### src/rtl/sseg_scanner_if.sv
// Bus between the display-value producer and the digit scanner.
interface sseg_scanner_if;
    logic [15:0] value;
    logic        load;
    logic        enable;
    logic [3:0]  digit;
    logic [1:0]  sel;
    logic        blank;
    logic        frame;

    modport master (output value, load, enable, input digit, sel, blank, frame);
    modport slave  (input value, load, enable, output digit, sel, blank, frame);
endinterface

### src/rtl/sseg_scanner.sv
// Four-digit seven-segment scanner: shadows a 16-bit value and multiplexes its
// nibbles onto digit/sel with a per-slot dead-time blank and a frame pulse.
module sseg_scanner #(
    parameter int unsigned PRESCALE = 50000,
    parameter int unsigned DEAD     = 16,
    parameter int unsigned CNT_W    = 16
) (
    input  logic          clk,
    input  logic          rst,
    sseg_scanner_if.slave bus
);
    localparam int unsigned VAL_W = 16;
    localparam int unsigned NIB_W = 4;
    localparam int unsigned SEL_W = 2;
    localparam logic [CNT_W-1:0] CNT_LAST = CNT_W'(PRESCALE - 1);
    localparam logic [CNT_W-1:0] CNT_DEAD = CNT_W'(DEAD);

    logic [VAL_W-1:0] shadow;
    logic [CNT_W-1:0] cnt;
    logic [SEL_W-1:0] sel_q;
    logic [NIB_W-1:0] digit_q;
    logic             blank_q;
    logic             frame_q;

    logic [VAL_W-1:0] shadow_nxt;
    logic [CNT_W-1:0] cnt_nxt;
    logic [SEL_W-1:0] sel_inc;
    logic [SEL_W-1:0] sel_pick;
    logic [NIB_W-1:0] nib_pick;
    logic             boundary;

    // Next-shadow lets a load on a boundary edge feed the entering position.
    always_comb begin
        shadow_nxt = bus.load ? bus.value : shadow;
        boundary   = bus.enable && (cnt == CNT_LAST);
        cnt_nxt    = (cnt == CNT_LAST) ? '0 : cnt + CNT_W'(1);
        sel_inc    = sel_q + SEL_W'(1);
        sel_pick   = boundary ? sel_inc : sel_q;
        nib_pick   = shadow_nxt[{sel_pick, 2'b00} +: NIB_W];
    end

    always_ff @(posedge clk) begin
        if (rst) begin
            shadow  <= '0;
            cnt     <= '0;
            sel_q   <= '0;
            digit_q <= '0;
            blank_q <= 1'b1;
            frame_q <= 1'b0;
        end else begin
            shadow <= shadow_nxt;
            if (bus.enable) begin
                cnt     <= cnt_nxt;
                blank_q <= (cnt_nxt < CNT_DEAD);
                frame_q <= boundary && (sel_q == SEL_W'(3));
                if (boundary) begin
                    sel_q   <= sel_inc;
                    digit_q <= nib_pick;
                end
            end else begin
                // Frozen: keep position, blank, and track shadow so loads show.
                digit_q <= nib_pick;
                blank_q <= 1'b1;
                frame_q <= 1'b0;
            end
        end
    end

    assign bus.digit = digit_q;
    assign bus.sel   = sel_q;
    assign bus.blank = blank_q;
    assign bus.frame = frame_q;
endmodule

### src/flat_wrapper.sv
// flat-port wrapper written by rule: the top's interface ports become plain ports
module sseg_scanner_flat 
#(
    parameter int unsigned PRESCALE = 50000,
    parameter int unsigned DEAD     = 16,
    parameter int unsigned CNT_W    = 16
)
  (clk, rst, bus_value, bus_load, bus_enable, bus_digit, bus_sel, bus_blank, bus_frame);
  sseg_scanner_if bus_i ();
  input  logic clk;
  input  logic rst;
  input wire logic [$bits(bus_i.value)-1:0] bus_value;
  input wire logic [$bits(bus_i.load)-1:0] bus_load;
  input wire logic [$bits(bus_i.enable)-1:0] bus_enable;
  output wire logic [$bits(bus_i.digit)-1:0] bus_digit;
  output wire logic [$bits(bus_i.sel)-1:0] bus_sel;
  output wire logic [$bits(bus_i.blank)-1:0] bus_blank;
  output wire logic [$bits(bus_i.frame)-1:0] bus_frame;
  assign bus_i.value = bus_value;
  assign bus_i.load = bus_load;
  assign bus_i.enable = bus_enable;
  assign bus_digit = bus_i.digit;
  assign bus_sel = bus_i.sel;
  assign bus_blank = bus_i.blank;
  assign bus_frame = bus_i.frame;
  sseg_scanner #(.PRESCALE(PRESCALE), .DEAD(DEAD), .CNT_W(CNT_W)) u_core (.clk(clk), .rst(rst), .bus(bus_i));
endmodule
### config.mk
export PLATFORM = sky130hd
export DESIGN_NAME = sseg_scanner_flat
export DESIGN_NICKNAME = d
export VERILOG_FILES = /design/src/rtl/sseg_scanner_if.sv /design/src/rtl/sseg_scanner.sv /design/src/flat_wrapper.sv
export SDC_FILE = /design/constraint.sdc
export NUM_CORES = 1
export LEC_CHECK = 0
export BUFFER_PORTS_ARGS = -buffer_cell sky130_fd_sc_hd__buf_2
export CAP_MARGIN = 5
export CORE_MARGIN = 2
export CORE_UTILIZATION = 61
export CTS_CLUSTER_SIZE = 40
export DETAILED_ROUTE_END_ITERATION = 6
export MAX_ROUTING_LAYER = met4
export PLACE_DENSITY = 0.94
export SKIP_CTS_REPAIR_TIMING = 1
export SYNTH_ARGS = -nofsm -noshare
export SYNTH_HDL_FRONTEND = slang
export SYNTH_SLANG_ARGS = --single-unit
### constraint.sdc
create_clock -name clk -period 5.2 [get_ports clk]
set_input_delay 0.26 -clock clk [delete_from_list [all_inputs] [get_ports clk]]
set_output_delay 0.26 -clock clk [all_outputs]
set_load 0.01 [all_outputs]
== Word-level counts from Yosys, hierarchy flattened ==
Cells that the tools add are included.

* Register bits after elaboration: 40
* Input port bits: 20

* Add/sub/neg operators: 2
* Magnitude comparators: 1
* Equality and inequality tests: 3
* Shift-type cells: 1
* Mux-type cells: 5
* Bitwise operators: 1
* Reductions and logical operators: 3

{| class="wikitable"
|+ Operators by type and width
! cell !! count
|-
| $mux 16 || 2
|-
| $add 16x1->16 const B || 1
|-
| $eq 16x16->1 const B || 1
|-
| $lt 16x5->1 const B || 1
|-
| $shiftx 16x5->4 || 1
|-
| $mux 4 || 2
|-
| $add 2x1->2 const B || 1
|-
| $eq 2x2->1 const B || 1
|-
| $logic_and 1x1->1 || 2
|-
| $mux 2 || 1
|-
| $ne 2x1->1 const B || 1
|-
| $reduce_or 2->1 || 1
|-
| $not 1->1 || 1
|}

== Depth between registers and ports, before layout ==
* Depth in word-level cells: 6
* Depth in mapped cells: 7
* Gate-level depth less buffers: 6

== Worst setup path after synthesis ==
Ideal clock, no wire load.

* Path kind: register to register
* Start: reg u_core.cnt[12]
* End: reg u_core.digit_q[0] (netlist: u_core.bus.digit[0])
* Library setup time: 80 ps
* Arrival time: 2279 ps
* Path slack: 2841 ps
* Stages on the path, launching flop included: 7
* Path through: dfxtp_1 buf_2 or4_4 or3b_1 o31ai_2 mux4_2 a211oi_2

* Cells in the longest elaborated chain, start to end: 6
* Elaborated cells between the ends (all ways): 7
* Classes of those cells: eq/ne (2); shift (1); mux (3); reduce/logical (1)

{| class="wikitable"
|+ Ends and longest elaborated chain
! item !! RTL line !! source
|-
| start, declared || sseg_scanner.sv:19 || <nowiki>logic [CNT_W-1:0] cnt;</nowiki>
|-
| start signal, assigned || sseg_scanner.sv:53 || <nowiki>cnt <= cnt_nxt;</nowiki>
|-
| $eq 16x16->1 (*) || sseg_scanner.sv:35 || <nowiki>boundary = bus.enable && (cnt == CNT_LAST);</nowiki>
|-
| $logic_and 1x1->1 (*) || sseg_scanner.sv:35 ||
|-
| $mux 2 || n/a ||
|-
| $shiftx 16x5->4 || sseg_scanner.sv:39 || <nowiki>nib_pick = shadow_nxt[{sel_pick, 2'b00} +: NIB_W];</nowiki>
|-
| $mux 4 || sseg_scanner.sv:56 || <nowiki>if (boundary) begin</nowiki>
|-
| $mux 4 || sseg_scanner.sv:52 || <nowiki>if (bus.enable) begin</nowiki>
|-
| end signal, assigned || sseg_scanner.sv:58 || <nowiki>digit_q <= nib_pick;</nowiki>
|-
| end signal, assigned || sseg_scanner.sv:62 || <nowiki>digit_q <= nib_pick;</nowiki>
|-
| end, declared || sseg_scanner.sv:21 || <nowiki>logic [NIB_W-1:0] digit_q;</nowiki>
|}

Every way passes the cells marked *; elsewhere a longest branch is shown, timed or not. The select of a mux whose other input is x is not followed.
A chain may end at the register's enable or synchronous reset.

== Final worst setup path ==
* Start: reg u_core.cnt[10]
* End: reg u_core.digit_q[0] (netlist: u_core.bus.digit[0])

The elaborated chain is that of the path after synthesis.

==> results.md <==
- Status: finished clean
- Fmax: 0.352 GHz
- Starting Density: 65.2%
- Largest net degree at the start of global routing: 40
- Crit-path cells: or4_4 > or3b_1 > o21ai_1 > nor2_1 > a211oi_2
- Hold_ws: 0.159 ns
- Fin nets: 264
- Post-Synth Simple-Gate Area: 24.0%
- VDD IR max: 0.186 mV
- Vias in the first global route: 1611
- RSZ-0062 raised after global routing: no
- ANT nets after route: 0
- Slowest CP cell: o21ai_1
- Worst hold start: bus_value[1]
- CP Capture Type: flip-flop
- R2R depth: 5
- Ys async rst share: 0%
- Largest family of logic cells by synthesized area: simple AND/OR/NAND/NOR gates
- Power per cell area: 242 nW/um^2
- Clock sinks: 40
- Die Ht: 61.6 um
- CTS Buf Count: 5
- Htree depth: 2
- Vias per Instance: 5.95
- Syn. warnings: 0
- Synth cell types: 44
- N_diodes: 0
- Critical Setup Path Class: flip-flop to flip-flop
- I/O Pins: 28
- Clk_skew: 0.0155 ns
- Wire per inst: 15.0 um
- Arrival time of the worst setup path: 3.10 ns
- Pwr Total: 0.537 mW
- R2r startpoint: u_core.cnt[10]$_SDFFE_PP0P_
- Die Area: 3800 um^2
- Initial DRC count: 104
- Hold Path Stages: 3
- Post-Syn Area: 2020 um^2
- Final TNS setup: 0 ns
- Rel. slew slack: 22.6%
- Final setup fails: 0
- CTS max path bufs: 2
- Worst Hold Class: input port to flip-flop
- Max Cap Viol: 0
- Initial antenna violation count: 0
- Clk Latency, worst-skew pair: 0.36 ns
- IO Port Bufs: 27
- Clk slew on worst S/H paths: 0.12 ns
- Period utilisation layout: 54.6%
- Width of the die: 61.6 um
- Yosys reg bits: 40
- Global-route wire length before repair: 7240 um
- Mux contribution to synthesized area: 13.9%
- Total GRT Usage: 27.5%
- Number of flops mapped to enable cells by yosys: 0
- Min Tclk post-route: 2.84 ns
- Worst-Margin Slew: 1.15 ns
- Area Growth Syn to Fin: 9.46%
- DRC Markers: 0
- Post-synth top flop: dfxtp_1
- Syn avg cell area: 9.04 um^2
- Post-Synth Adder-Cell Area: 1.24%
- HPWL Detailed: 3000 um
- Sequential area share after synthesis: 39.6%
- P_leak: 0.830 nW
- FILL cells: 247
- Std cell rows: 20
- Layout cells sized above 1: 20.6%
- Nature of the critical path startpoint: flip-flop
- DRT Pass-1 Iters: 4
- Post-Syn Instances: 224
- Xor/xnor cell area share of the yosys netlist: 4.70%
- TritonCTS clock tree: done
- Syn nets: 246
- Slew Viols, Final: 0
- Critical path fanouts, max: 14
- Compound-Gate Fraction of Synth Area: 12.5%
- Worst setup path startpoint: u_core.cnt[10]$_SDFFE_PP0P_
- Grt ovf: 0
- GPL Wtd Cong: 0.862
- Core Region: 3100 um^2
- CTS Root Cell: clkbuf_4
- Final WL: 4310 um
- Slowest stage delay, CP: 0.90 ns
- Vias: 1709
- Final-report hold violation count: 0
- WP data required: 5.47 ns
[power breakdown]
group	leakage, nW	total, mW	switching [mW]	internal (mW)
logic	0.466	0.0493	0.0275	0.0218
registers	0.327	0.321	0.00427	0.317
clock network	0.0380	0.166	0.102	0.0643
[path summary, 6_finish.rpt]
| check | endpoint | slack [ns] |
|---|---|---|
| hold reg to reg | u_core.shadow[12]$_SDFF_PP0_ | 0.50 |
| setup / recovery | u_core.bus.digit[0]$_SDFFE_PP0P_ | 2.36 |
| setup reg to reg | u_core.bus.digit[0]$_SDFFE_PP0P_ | 2.36 |
| hold / removal | u_core.shadow[1]$_SDFF_PP0_ | 0.16 |
[logic make-up after synthesis]
logic type,count (synthesis)
buffers and inverters,21
XOR/XNOR,10
flip-flops,40
adder cells (fa/ha/maj),2
multiplexers,23
AO/OA/AOI/OAI,37
AND/OR/NAND/NOR,91
[critical path, delay by kind of cell (launching register included)]
family           cells  cell delay [ns]
flip-flops           1             0.39
AND/OR/NAND/NOR      3             1.19
AO/OA/AOI/OAI        2             1.17
[stage by stage]
step,util (%),cell area (um^2),std cells,worst slack [ns]
2_1_floorplan,-,2020,224,2.84
3_3_place_gp,69.4,2150,279,2.61
3_5_place_dp,69.4,2150,279,2.44
4_1_cts,71.4,2220,287,2.39
5_1_grt,71.4,2220,287,2.29
6_report,71.4,2220,287,2.36
[synthesized netlist by cell type (all sizes together), types with 2 or more instances]
| master | n | area share, % |
|---|---|---|
| a21oi | 10 | 2.5 |
| nand4 | 8 | 2.5 |
| xor2 | 3 | 1.3 |
| o21ai | 9 | 2.2 |
| and3 | 4 | 1.2 |
| a31oi | 4 | 1.2 |
| dfxtp | 40 | 40 |
| nand3b | 2 | 0.74 |
| nor3 | 4 | 0.99 |
| o31ai | 4 | 1.7 |
| mux4 | 4 | 4.5 |
| nand3 | 4 | 0.99 |
| mux2i | 18 | 8.9 |
| nor2 | 33 | 6.1 |
| nor4 | 3 | 1.7 |
| xnor2 | 7 | 3.4 |
| nand2 | 15 | 2.8 |
| inv | 4 | 0.74 |
| clkbuf | 12 | 2.2 |
| o41ai | 2 | 0.87 |
| or4 | 2 | 0.93 |
| or3 | 5 | 1.5 |
| ha | 2 | 1.2 |
| nor2b | 3 | 0.93 |
| a211oi | 4 | 2.5 |
| or3b | 2 | 0.87 |
| buf | 5 | 1.1 |
[sequential cells by signal, indices dropped and copies added, names as in the netlist]
name and flops:
u_core.cnt 16, u_core.bus.frame 1, u_core.shadow 16, u_core.bus.blank 1
u_core.bus.sel 2, u_core.bus.digit 4
[placed cells by master (no fill, tap or decap), drive strengths merged, types with 2 or more instances in the layout]
| cell type | count |
|---|---|
| a211oi | 4 |
| clkbuf | 6 |
| xnor2 | 7 |
| nand3b | 2 |
| nand2 | 15 |
| a21oi | 10 |
| mux2i | 18 |
| dfxtp | 40 |
| or4 | 2 |
| o21ai | 9 |
| nor4 | 3 |
| mux4 | 4 |
| nor2b | 3 |
| clkinv | 2 |
| or3 | 5 |
| o41ai | 2 |
| ha | 2 |
| or3b | 2 |
| and3 | 4 |
| inv | 4 |
| o31ai | 4 |
| nor3 | 4 |
| nand4 | 8 |
| buf | 28 |
| nand3 | 4 |
| a31oi | 4 |
| nor2 | 33 |
| xor2 | 3 |
[cell type report]
class / instances / area (um^2) / area share (%)
Sequential cell: 40 / 801 / 36.1
Multi-Input combinational cell: 163 / 1140 / 51.5
Inverter: 4 / 15.0 / 0.678
Timing Repair Buffer: 28 / 143 / 6.44
Clock buffer: 6 / 51.3 / 2.32
Clock inverter: 2 / 10.0 / 0.452
Tap cell: 44 / 55.1 / 2.48
[layer usage]
metal / vias to the layer above / routed length, um / global-route usage [%]
li1: 842 / - / -
met2: 58 / 2090 / 43.6
met3: 11 / 257 / 8.61
met1: 798 / 1860 / 32.2
met5: - / 0 / -
met4: 0 / 106 / 11.2
No activity file was read; power rests on OpenSTA's default activity.
